**config.mk**
```make
export PLATFORM = sky130hd
export DESIGN_NAME = rram_io_ctrl
export DESIGN_NICKNAME = d
export VERILOG_FILES = /design/src/rtl/rram_io_ctrl.sv
export SDC_FILE = /design/constraint.sdc
export NUM_CORES = 1
export LEC_CHECK = 0
export CORE_MARGIN = 5
export CORE_UTILIZATION = 40
export CTS_CLUSTER_DIAMETER = 80
export DETAILED_ROUTE_END_ITERATION = 6
export SLEW_MARGIN = 15
export SYNTH_ARGS = -nofsm -noshare
export SYNTH_HDL_FRONTEND = slang
export SYNTH_SLANG_ARGS = --single-unit
export TNS_END_PERCENT = 10
```
**constraint.sdc**
```tcl
create_clock -name clk -period 6.5 [get_ports clk]
set_clock_uncertainty 0.15 [all_clocks]
set_input_delay 1.3 -clock clk [delete_from_list [all_inputs] [get_ports clk]]
set_output_delay 1.3 -clock clk [all_outputs]
set_load 0.1 [all_outputs]
```
**src/rtl/rram_io_ctrl.sv**
```systemverilog
// -----------------------------------------------------------------------------
// rram_io_ctrl
//   Host-side I/O controller for an RRAM array. A NAND-style serial host
//   interface (CLE/ALE/WE/RE strobes, one data bit on io_in) is synchronised
//   into the clk domain. The block decodes command bytes, collects the array
//   address, and sequences the array request/acknowledge handshake for
//   program and read.
//
//   Commands: 0x80 program setup, 0x00 read setup, 0x10 program go,
//             0x30 read go, 0xFF reset (accepted in any state).
//
// Parameters
//   ADDR_W        array address width, shifted in LSB-first
//   DATA_W        data register width (register_add wraps at DATA_W-1)
//
// Ports
//   clk, rst_n    clock, asynchronous active-low reset
//   CE            chip deselect; aborts to IDLE synchronously
//   CLE, ALE      command / address latch enables (async, synchronised)
//   WE, RE        host write / read strobes (async, synchronised)
//   io_in         serial host bit, sampled on WE rising edge
//   WE_L, RE_L    data register shift-in / drive-out enables
//   register_add  data register bit index driven during readout
//   arr_req       array access request
//   arr_wr        access direction (1 = program)
//   arr_addr      latched array address
//   arr_ack       single-cycle array completion pulse
//   busy          high while an array access is pending
//   fail          last access was aborted by the watchdog
//
// Build option
//   RRAM_CTRL_TIMEOUT_EN  when defined, an 8-bit watchdog aborts an array
//                         access that has not been acknowledged after 255
//                         cycles and sets fail. Otherwise the controller
//                         waits for arr_ack indefinitely.
// -----------------------------------------------------------------------------
module rram_io_ctrl #(
  parameter int ADDR_W = 16,
  parameter int DATA_W = 32
) (
  input  logic              clk,
  input  logic              rst_n,
  input  logic              CE,
  input  logic              CLE,
  input  logic              ALE,
  input  logic              WE,
  input  logic              RE,
  input  logic              io_in,
  output logic              WE_L,
  output logic              RE_L,
  output logic [4:0]        register_add,
  output logic              arr_req,
  output logic              arr_wr,
  output logic [ADDR_W-1:0] arr_addr,
  input  logic              arr_ack,
  output logic              busy,
  output logic              fail
);

  localparam logic [7:0] CMD_READ     = 8'h00;
  localparam logic [7:0] CMD_PROG     = 8'h80;
  localparam logic [7:0] CMD_PROG_GO  = 8'h10;
  localparam logic [7:0] CMD_READ_GO  = 8'h30;
  localparam logic [7:0] CMD_RESET    = 8'hFF;

  localparam int         ACNT_W    = $clog2(ADDR_W + 1);
  localparam logic [ACNT_W-1:0] ACNT_LAST = ACNT_W'(ADDR_W - 1);
  localparam logic [ACNT_W-1:0] ACNT_FULL = ACNT_W'(ADDR_W);
  localparam logic [4:0] RA_LAST   = 5'(DATA_W - 1);

  // Bit positions in the synchroniser vectors
  localparam int B_WE  = 0;
  localparam int B_RE  = 1;
  localparam int B_CLE = 2;
  localparam int B_ALE = 3;
  localparam int B_IO  = 4;

  typedef enum logic [2:0] {
    IDLE   = 3'd0,
    ADDR   = 3'd1,
    WDATA  = 3'd2,
    PROG   = 3'd3,
    RDWAIT = 3'd4,
    RDATA  = 3'd5
  } state_t;

  state_t              state_q, state_d;
  logic [4:0]          sync1_q, sync1_d;
  logic [4:0]          sync2_q, sync2_d;
  logic [2:0]          prev_q, prev_d;     // previous synced WE/RE/CLE for edges
  logic [6:0]          cmd_q, cmd_d;       // first seven bits of the command byte
  logic [2:0]          bit_cnt_q, bit_cnt_d;
  logic                arr_wr_q, arr_wr_d;
  logic [ADDR_W-1:0]   arr_addr_q, arr_addr_d;
  logic [ACNT_W-1:0]   acnt_q, acnt_d;
  logic [4:0]          reg_add_q, reg_add_d;
  logic                fail_q, fail_d;

  logic                we_rise, re_fall, cle_fall;
  logic                cle_s, ale_s, io_s;
  logic                cmd_strobe, addr_strobe;
  logic                cmd_fire;
  logic [7:0]          cmd_byte;
  logic                in_access;
  logic                timeout;

  // Synchronised host signals and edge detection
  assign cle_s       = sync2_q[B_CLE];
  assign ale_s       = sync2_q[B_ALE];
  assign io_s        = sync2_q[B_IO];
  assign we_rise     =  sync2_q[B_WE]  & ~prev_q[B_WE];
  assign re_fall     = ~sync2_q[B_RE]  &  prev_q[B_RE];
  assign cle_fall    = ~sync2_q[B_CLE] &  prev_q[B_CLE];
  assign cmd_strobe  = we_rise &  cle_s & ~ale_s;
  assign addr_strobe = we_rise &  ale_s & ~cle_s;
  assign in_access   = (state_q == PROG) || (state_q == RDWAIT);

  always_comb begin
    sync1_d = {io_in, ALE, CLE, RE, WE};
    sync2_d = sync1_q;
    prev_d  = sync2_q[2:0];
  end

  // Command byte assembly: LSB first, a command fires on the eighth bit
  always_comb begin
    cmd_d     = cmd_q;
    bit_cnt_d = bit_cnt_q;
    cmd_fire  = 1'b0;
    cmd_byte  = {io_s, cmd_q};
    if (CE || cle_fall) begin
      bit_cnt_d = '0;
    end else if (cmd_strobe) begin
      cmd_d     = cmd_byte[7:1];
      bit_cnt_d = bit_cnt_q + 3'd1;
      cmd_fire  = (bit_cnt_q == 3'd7);
    end
  end

`ifdef RRAM_CTRL_TIMEOUT_EN
  localparam logic [7:0] WDOG_LIMIT = 8'd254;  // cycle 255 of the access
  logic [7:0] wdog_q, wdog_d;

  always_comb begin
    wdog_d  = '0;
    timeout = 1'b0;
    if (in_access) begin
      wdog_d  = wdog_q + 8'd1;
      timeout = (wdog_q == WDOG_LIMIT) && !arr_ack;
    end
  end

  always_ff @(posedge clk or negedge rst_n) begin
    if (!rst_n) wdog_q <= '0;
    else        wdog_q <= wdog_d;
  end
`else
  assign timeout = 1'b0;
`endif

  // Next-state logic. Abort sources take priority: CE, then reset command,
  // then the watchdog.
  always_comb begin
    state_d    = state_q;
    arr_wr_d   = arr_wr_q;
    arr_addr_d = arr_addr_q;
    acnt_d     = acnt_q;
    reg_add_d  = reg_add_q;
    fail_d     = fail_q;
    if (CE) begin
      state_d = IDLE;
      acnt_d  = '0;
    end else if (cmd_fire && (cmd_byte == CMD_RESET)) begin
      state_d   = IDLE;
      acnt_d    = '0;
      reg_add_d = '0;
      fail_d    = 1'b0;
    end else if (timeout) begin
      state_d = IDLE;
      fail_d  = 1'b1;
    end else begin
      unique case (state_q)
        IDLE: begin
          if (cmd_fire && (cmd_byte == CMD_PROG)) begin
            state_d  = ADDR;
            arr_wr_d = 1'b1;
            acnt_d   = '0;
          end else if (cmd_fire && (cmd_byte == CMD_READ)) begin
            state_d  = ADDR;
            arr_wr_d = 1'b0;
            acnt_d   = '0;
          end
        end
        ADDR: begin
          // Bits beyond ADDR_W are dropped once the counter saturates
          if (addr_strobe && (acnt_q != ACNT_FULL)) begin
            arr_addr_d = {io_s, arr_addr_q[ADDR_W-1:1]};
            acnt_d     = acnt_q + 1'b1;
            if ((acnt_q == ACNT_LAST) && arr_wr_q) state_d = WDATA;
          end else if (cmd_fire && (cmd_byte == CMD_READ_GO) &&
                       !arr_wr_q && (acnt_q == ACNT_FULL)) begin
            state_d = RDWAIT;
          end
        end
        WDATA: begin
          if (cmd_fire && (cmd_byte == CMD_PROG_GO)) state_d = PROG;
        end
        PROG: begin
          if (arr_ack) state_d = IDLE;
        end
        RDWAIT: begin
          if (arr_ack) begin
            state_d   = RDATA;
            reg_add_d = '0;
          end
        end
        RDATA: begin
          if (cmd_fire) begin
            state_d = IDLE;
          end else if (re_fall) begin
            reg_add_d = (reg_add_q == RA_LAST) ? 5'd0 : reg_add_q + 5'd1;
          end
        end
        default: state_d = IDLE;
      endcase
    end
  end

  always_ff @(posedge clk or negedge rst_n) begin
    if (!rst_n) begin
      state_q    <= IDLE;
      sync1_q    <= '0;
      sync2_q    <= '0;
      prev_q     <= '0;
      cmd_q      <= '0;
      bit_cnt_q  <= '0;
      arr_wr_q   <= 1'b0;
      arr_addr_q <= '0;
      acnt_q     <= '0;
      reg_add_q  <= '0;
      fail_q     <= 1'b0;
    end else begin
      state_q    <= state_d;
      sync1_q    <= sync1_d;
      sync2_q    <= sync2_d;
      prev_q     <= prev_d;
      cmd_q      <= cmd_d;
      bit_cnt_q  <= bit_cnt_d;
      arr_wr_q   <= arr_wr_d;
      arr_addr_q <= arr_addr_d;
      acnt_q     <= acnt_d;
      reg_add_q  <= reg_add_d;
      fail_q     <= fail_d;
    end
  end

  // Outputs decode directly from registered state so reset clears them at once
  assign WE_L         = (state_q == WDATA);
  assign RE_L         = (state_q == RDATA);
  assign arr_req      = in_access;
  assign busy         = in_access;
  assign arr_wr       = arr_wr_q;
  assign arr_addr     = arr_addr_q;
  assign register_add = reg_add_q;
  assign fail         = fail_q;

endmodule

```
=== Word level (Yosys, flattened, before mapping) ===
Index checks and enable logic that the tools add are counted.

* Word-level logic and storage cells: 106
* Output and inout port bits: 27
* Register bits: 53
* Bits of input ports: 9

* Reduce and logical (&&, ||, !) cells: 24
* $add $sub $neg: 3
* Bitwise gates (word level): 14
* Equality and inequality tests: 25
* Mux-type cells: 30

{| class="wikitable"
|+ Operator list
! kind !! count
|-
| $mux W5 || 10
|-
| $mux W3 || 13
|-
| $ne A5 B5 Y1 const B || 4
|-
| $pmux W5 S2 || 2
|-
| $pmux W3 S6 || 1
|-
| $eq A8 B8 Y1 const B || 2
|-
| $add A5 B1 Y5 const B || 2
|-
| $eq A5 B5 Y1 const B || 2
|-
| $eq A3 B3 Y1 const B || 3
|-
| $logic_and A1 B1 Y1 || 9
|-
| $eq A8 B5 Y1 const B || 1
|-
| $eq A8 B6 Y1 const B || 1
|-
| $logic_not A8 Y1 || 1
|-
| $ne A4 B2 Y1 const B || 2
|-
| $ne A4 B3 Y1 const B || 2
|-
| $reduce_and A4 Y1 || 2
|-
| $and A1 B1 Y1 || 7
|-
| $not A1 Y1 || 7
|-
| $reduce_and A7 Y1 || 1
|-
| $eq A3 B2 Y1 const B || 2
|-
| $ne A3 B2 Y1 const B || 2
|-
| $eq A5 B4 Y1 const B || 1
|-
| $reduce_and A5 Y1 || 1
|-
| $mux W1 || 4
|-
| other kinds (12) || 14
|}

=== Depth between registers and ports, before layout ===
* Depth after elaboration: 14
* Mapped depth: 8
* Depth with buffers taken out: 7

=== Least setup slack after synthesis ===
No wires, ideal clock.

* Path kind: reg2out
* From: reg state_q[0]
* To: out busy
* Required time: 5.050 ns
* Arrival: 3.474 ns
* Path slack: 1.576 ns
* Stages on the path, launching flop included: 5
* Path buffers: 2
* Cell sequence: dfrtp_1 clkbuf_1 nand2_1 o21ai_0 buf_4

* Longest elaborated chain between the ends: 2
* Elaborated cells on any way between the ends: 3
* Those cells by class: eq/ne: 2; reduce/logical: 1

{| class="wikitable"
|+ RTL lines
! element !! RTL line !! text
|-
| start: declaration || 87 || <nowiki>state_t state_q, state_d;</nowiki>
|-
| start signal: assignment || 242 || <nowiki>state_q <= state_d;</nowiki>
|-
| $eq A3 B2 Y1 or $eq A3 B3 Y1 (tied branches) || 116 || <nowiki>assign in_access = (state_q == PROG) || (state_q == RDWAIT);</nowiki>
|-
| $logic_or A1 B1 Y1 * || 116 ||
|-
| end: declaration || 56 || <nowiki>output logic busy,</nowiki>
|}

Every way passes the cells marked *; elsewhere a longest branch is shown, timed or not.

=== Final worst setup path ===
* From: reg state_q[0]
* To: out arr_req

* Longest elaborated chain between the ends: 2
* Elaborated cells on any way between the ends: 3
* Those cells by class: eq/ne: 2; reduce/logical: 1

{| class="wikitable"
|+ RTL lines
! element !! RTL line !! text
|-
| $eq A3 B2 Y1 or $eq A3 B3 Y1 (tied branches) || 116 ||
|-
| $logic_or A1 B1 Y1 * || 116 ||
|-
| end: declaration || 52 || <nowiki>output logic arr_req,</nowiki>
|}

Marks and branches as above.

==> flow_metrics.py <==
metrics = {
    "synth": {
        "syn_nets": 227,
        "ys_warn_count": 0,
        "async_flop_share_pct": 100,
        "synth_most_common_cell": "dfrtp_1",
        "synth.largest_area_cell": "dfrtp_1",
        "synth_common_cells": "dfrtp_1 (53), nand2_1 (28), mux2_2 (15)",
        "synth_edf_count": 0,
        "syn_inst": 211,
        "ys_seq_elements": 53,
        "synthDistinctLibCells": 54,
        "syn_avg_cell_area_sq_um": 11.7,
        "synth_area_sq_um": 2470,
        "synth_top_area_share_pct": 53.8,
        "ys_seq_area_share_pct": 53.8,
        "synth_flop_cell": "dfrtp_1",
        "synthTopCellsByArea": "dfrtp_1 (54%), mux2_2 (6.8%), nand2_1 (4.3%)",
    },
    "clock_network": {
        "clock_sinks": 53,
        "clk_pin_slew_ps": 100,
        "post_cts_buffers": 0,
        "cts_max_path_buffers": 2,
        "numCtsBuffers": 5,
        "postCtsHoldBufs": 0,
        "worstSkewPairLatency_ps": 300,
        "cts_resized": 0,
        "htree_levels": 2,
        "tritoncts": "yes",
        "root_buffer": "clkbuf_8",
    },
    "layout": {
        "area_growth_pct": 18.1,
        "nets": 260,
        "antenna_cells": 0,
        "fin_cells": 320,
        "drive_gt1_share_pct": 16.3,
    },
    "placement": {
        "place_inst": 312,
        "place_congestion": 0.738,
        "hpwl_um": 3190,
        "port_buffers": 34,
    },
    "run_status": {
        "status": "complete, no violations",
    },
    "worst_setup_path": {
        "cp_data_required_time_ps": 5050,
        "worstSetupEndpointType": "primary output",
        "cp_max_fo": 16,
        "critPathArrivalTime_ps": 2430,
        "slowest_delay_ps": 1170,
        "start_kind": "flop",
        "critical_path.cell_chain": "nor2_1 -> nand2_1 -> o21ai_0 -> clkdlybuf4s50_1",
        "critical_path_class": "flop to primary output",
        "crit_slowest_cell": "clkdlybuf4s50_1",
    },
    "pwr": {
        "irDropWorstVdd_v": 0.0000932,
        "leakagePower_uw": 0.00132,
        "finalPower_uw": 561,
        "pwr_density_cell_nw_per_um2": 193,
    },
    "die": {
        "start_util_pct": 41.4,
        "ios": 36,
        "core_area_sq_um": 5960,
        "die_area_sq_um": 7840,
        "fp-row-count": 28,
        "die_x_um": 88.5,
        "die_h_um": 88.5,
    },
    "sta": {
        "relSlewSlack_pct": 34.3,
        "final_hold_viol_count": 0,
        "fin_tns_setup_ps": 0,
        "setup_violations": 0,
        "slew_violations": 0,
        "fmax_ghz": 0.258,
        "fin_crit_ps": 3880,
        "rsz0062_at_grt": "no",
        "fin_crit_sh_pct": 59.7,
        "tightest_slew_ps": 982,
    },
    "drt": {
        "via_per_inst": 5.18,
        "route.detailed.drc": 0,
        "final_antenna_net_count": 0,
        "dr.pass1.iters": 4,
        "avgRoutedWirePerCell_um": 14.2,
        "wirelength_um": 4550,
        "vias": 1658,
        "drtIter0Drc": 83,
    },
    "global_routing": {
        "grt_pass1_wl_um": 8000,
        "antenna_found_initial": 0,
        "grt_pass1_vias": 1646,
        "grt_overflow_total": 0,
        "grt_max_degree": 54,
        "grt_use_total_pct": 12.9,
    },
    "run": {
        "maxCapViolations": 0,
    },
    "min_path": {
        "min_path_type": "flop to flop",
    },
}
## critical path: cells and delay by family (launching register included)
family / cells / cell delay (ps)
and+or+nand+nor: 2 / 270
buffers and inverters: 1 / 1170
AOI/OAI and AO/OA: 1 / 120
DFF: 1 / 550
## cell families after synthesis
kind of cell / Yosys count / share of synthesized area [%]
AO/OA/AOI/OAI: 33 / 9.99
XOR/XNOR: 1 / 0.355
adder cells (fa/ha/maj): 7 / 3.55
buffers and inverters: 19 / 4.67
flip-flops: 53 / 53.8
multiplexers: 21 / 9.89
other: 1 / 0.152
AND/OR/NAND/NOR: 76 / 17.6
## where the power goes
group / switching (uW) / total [uW] / internal [uW]
registers: 8.24 / 346 / 338
clock network: 107 / 183 / 76.1
logic: 20.9 / 32.2 / 11.3
total: 136 / 561 / 425
## metal layers
layer  part of all wire [%]  routed length [um]  up-vias  track usage (%)
met5                      0                   0        -                0
met4                   0.95                  43        0             4.12
met3                    2.7                 124        4             2.51
met2                     47                2120       24             19.4
met1                     50                2260      811             18.8
li1                       -                   -      819                -
## path summary, 6_finish.rpt
path	slack (ps)	depth (start not counted)	endpoint	from
max	2620	4	arr_req	state_q[0]
min	210	0	sync2_q[4]	sync1_q[4]
max reg2reg	4190	7	arr_addr[12]	bit_cnt_q[0]
min reg2reg	210	0	sync2_q[4]	sync1_q[4]
max in group asynchronous	4790	2	state_q[1]	rst_n
min in group asynchronous	950	2	sync1_q[2]	rst_n
## layout make-up
| cell class | count | area (sq um) |
|---|---|---|
| Clock buffer | 6 | 72.6 |
| Clock inverter | 2 | 15.0 |
| Fill cell | 566 | 3040 |
| Inverter | 10 | 37.5 |
| Multi-Input combinational cell | 139 | 1030 |
| Sequential cell | 53 | 1330 |
| Tap cell | 75 | 93.8 |
| Timing Repair Buffer | 35 | 343 |
## through the flow
stage	hold WS (ps)	setup WS, ps	instance area (sq um)	util, %
after floorplan	181	1580	2470	-
after global placement	183	2950	2830	47.5
after detailed placement	185	2880	2830	47.5
after CTS	207	2620	2910	48.9
after global routing	215	2510	2910	48.9
final	205	2620	2910	48.9
## sequential cells by signal, summed over array words and instances, names as in the netlist
register,count
prev_q,3
state_q,3
arr_wr,1
register_add,5
acnt_q,5
arr_addr,16
sync1_q,5
sync2_q,5
cmd_q,7
bit_cnt_q,3
## placed cells by master (no fill, tap or decap), types with 3 or more instances in the layout
cell type	n
dfrtp_1	53
clkdlybuf4s50_1	33
nand2_1	28
mux2_2	15
nor2_1	11
inv_1	10
ha_1	7
o21ai_0	6
nand3_1	6
and3_1	5
clkbuf_8	5
a21oi_1	4
nand3b_1	3
nand4_1	3
mux2_4	3
o22ai_1	3
mux2i_1	3
No activity file was read; power rests on OpenSTA's default activity.
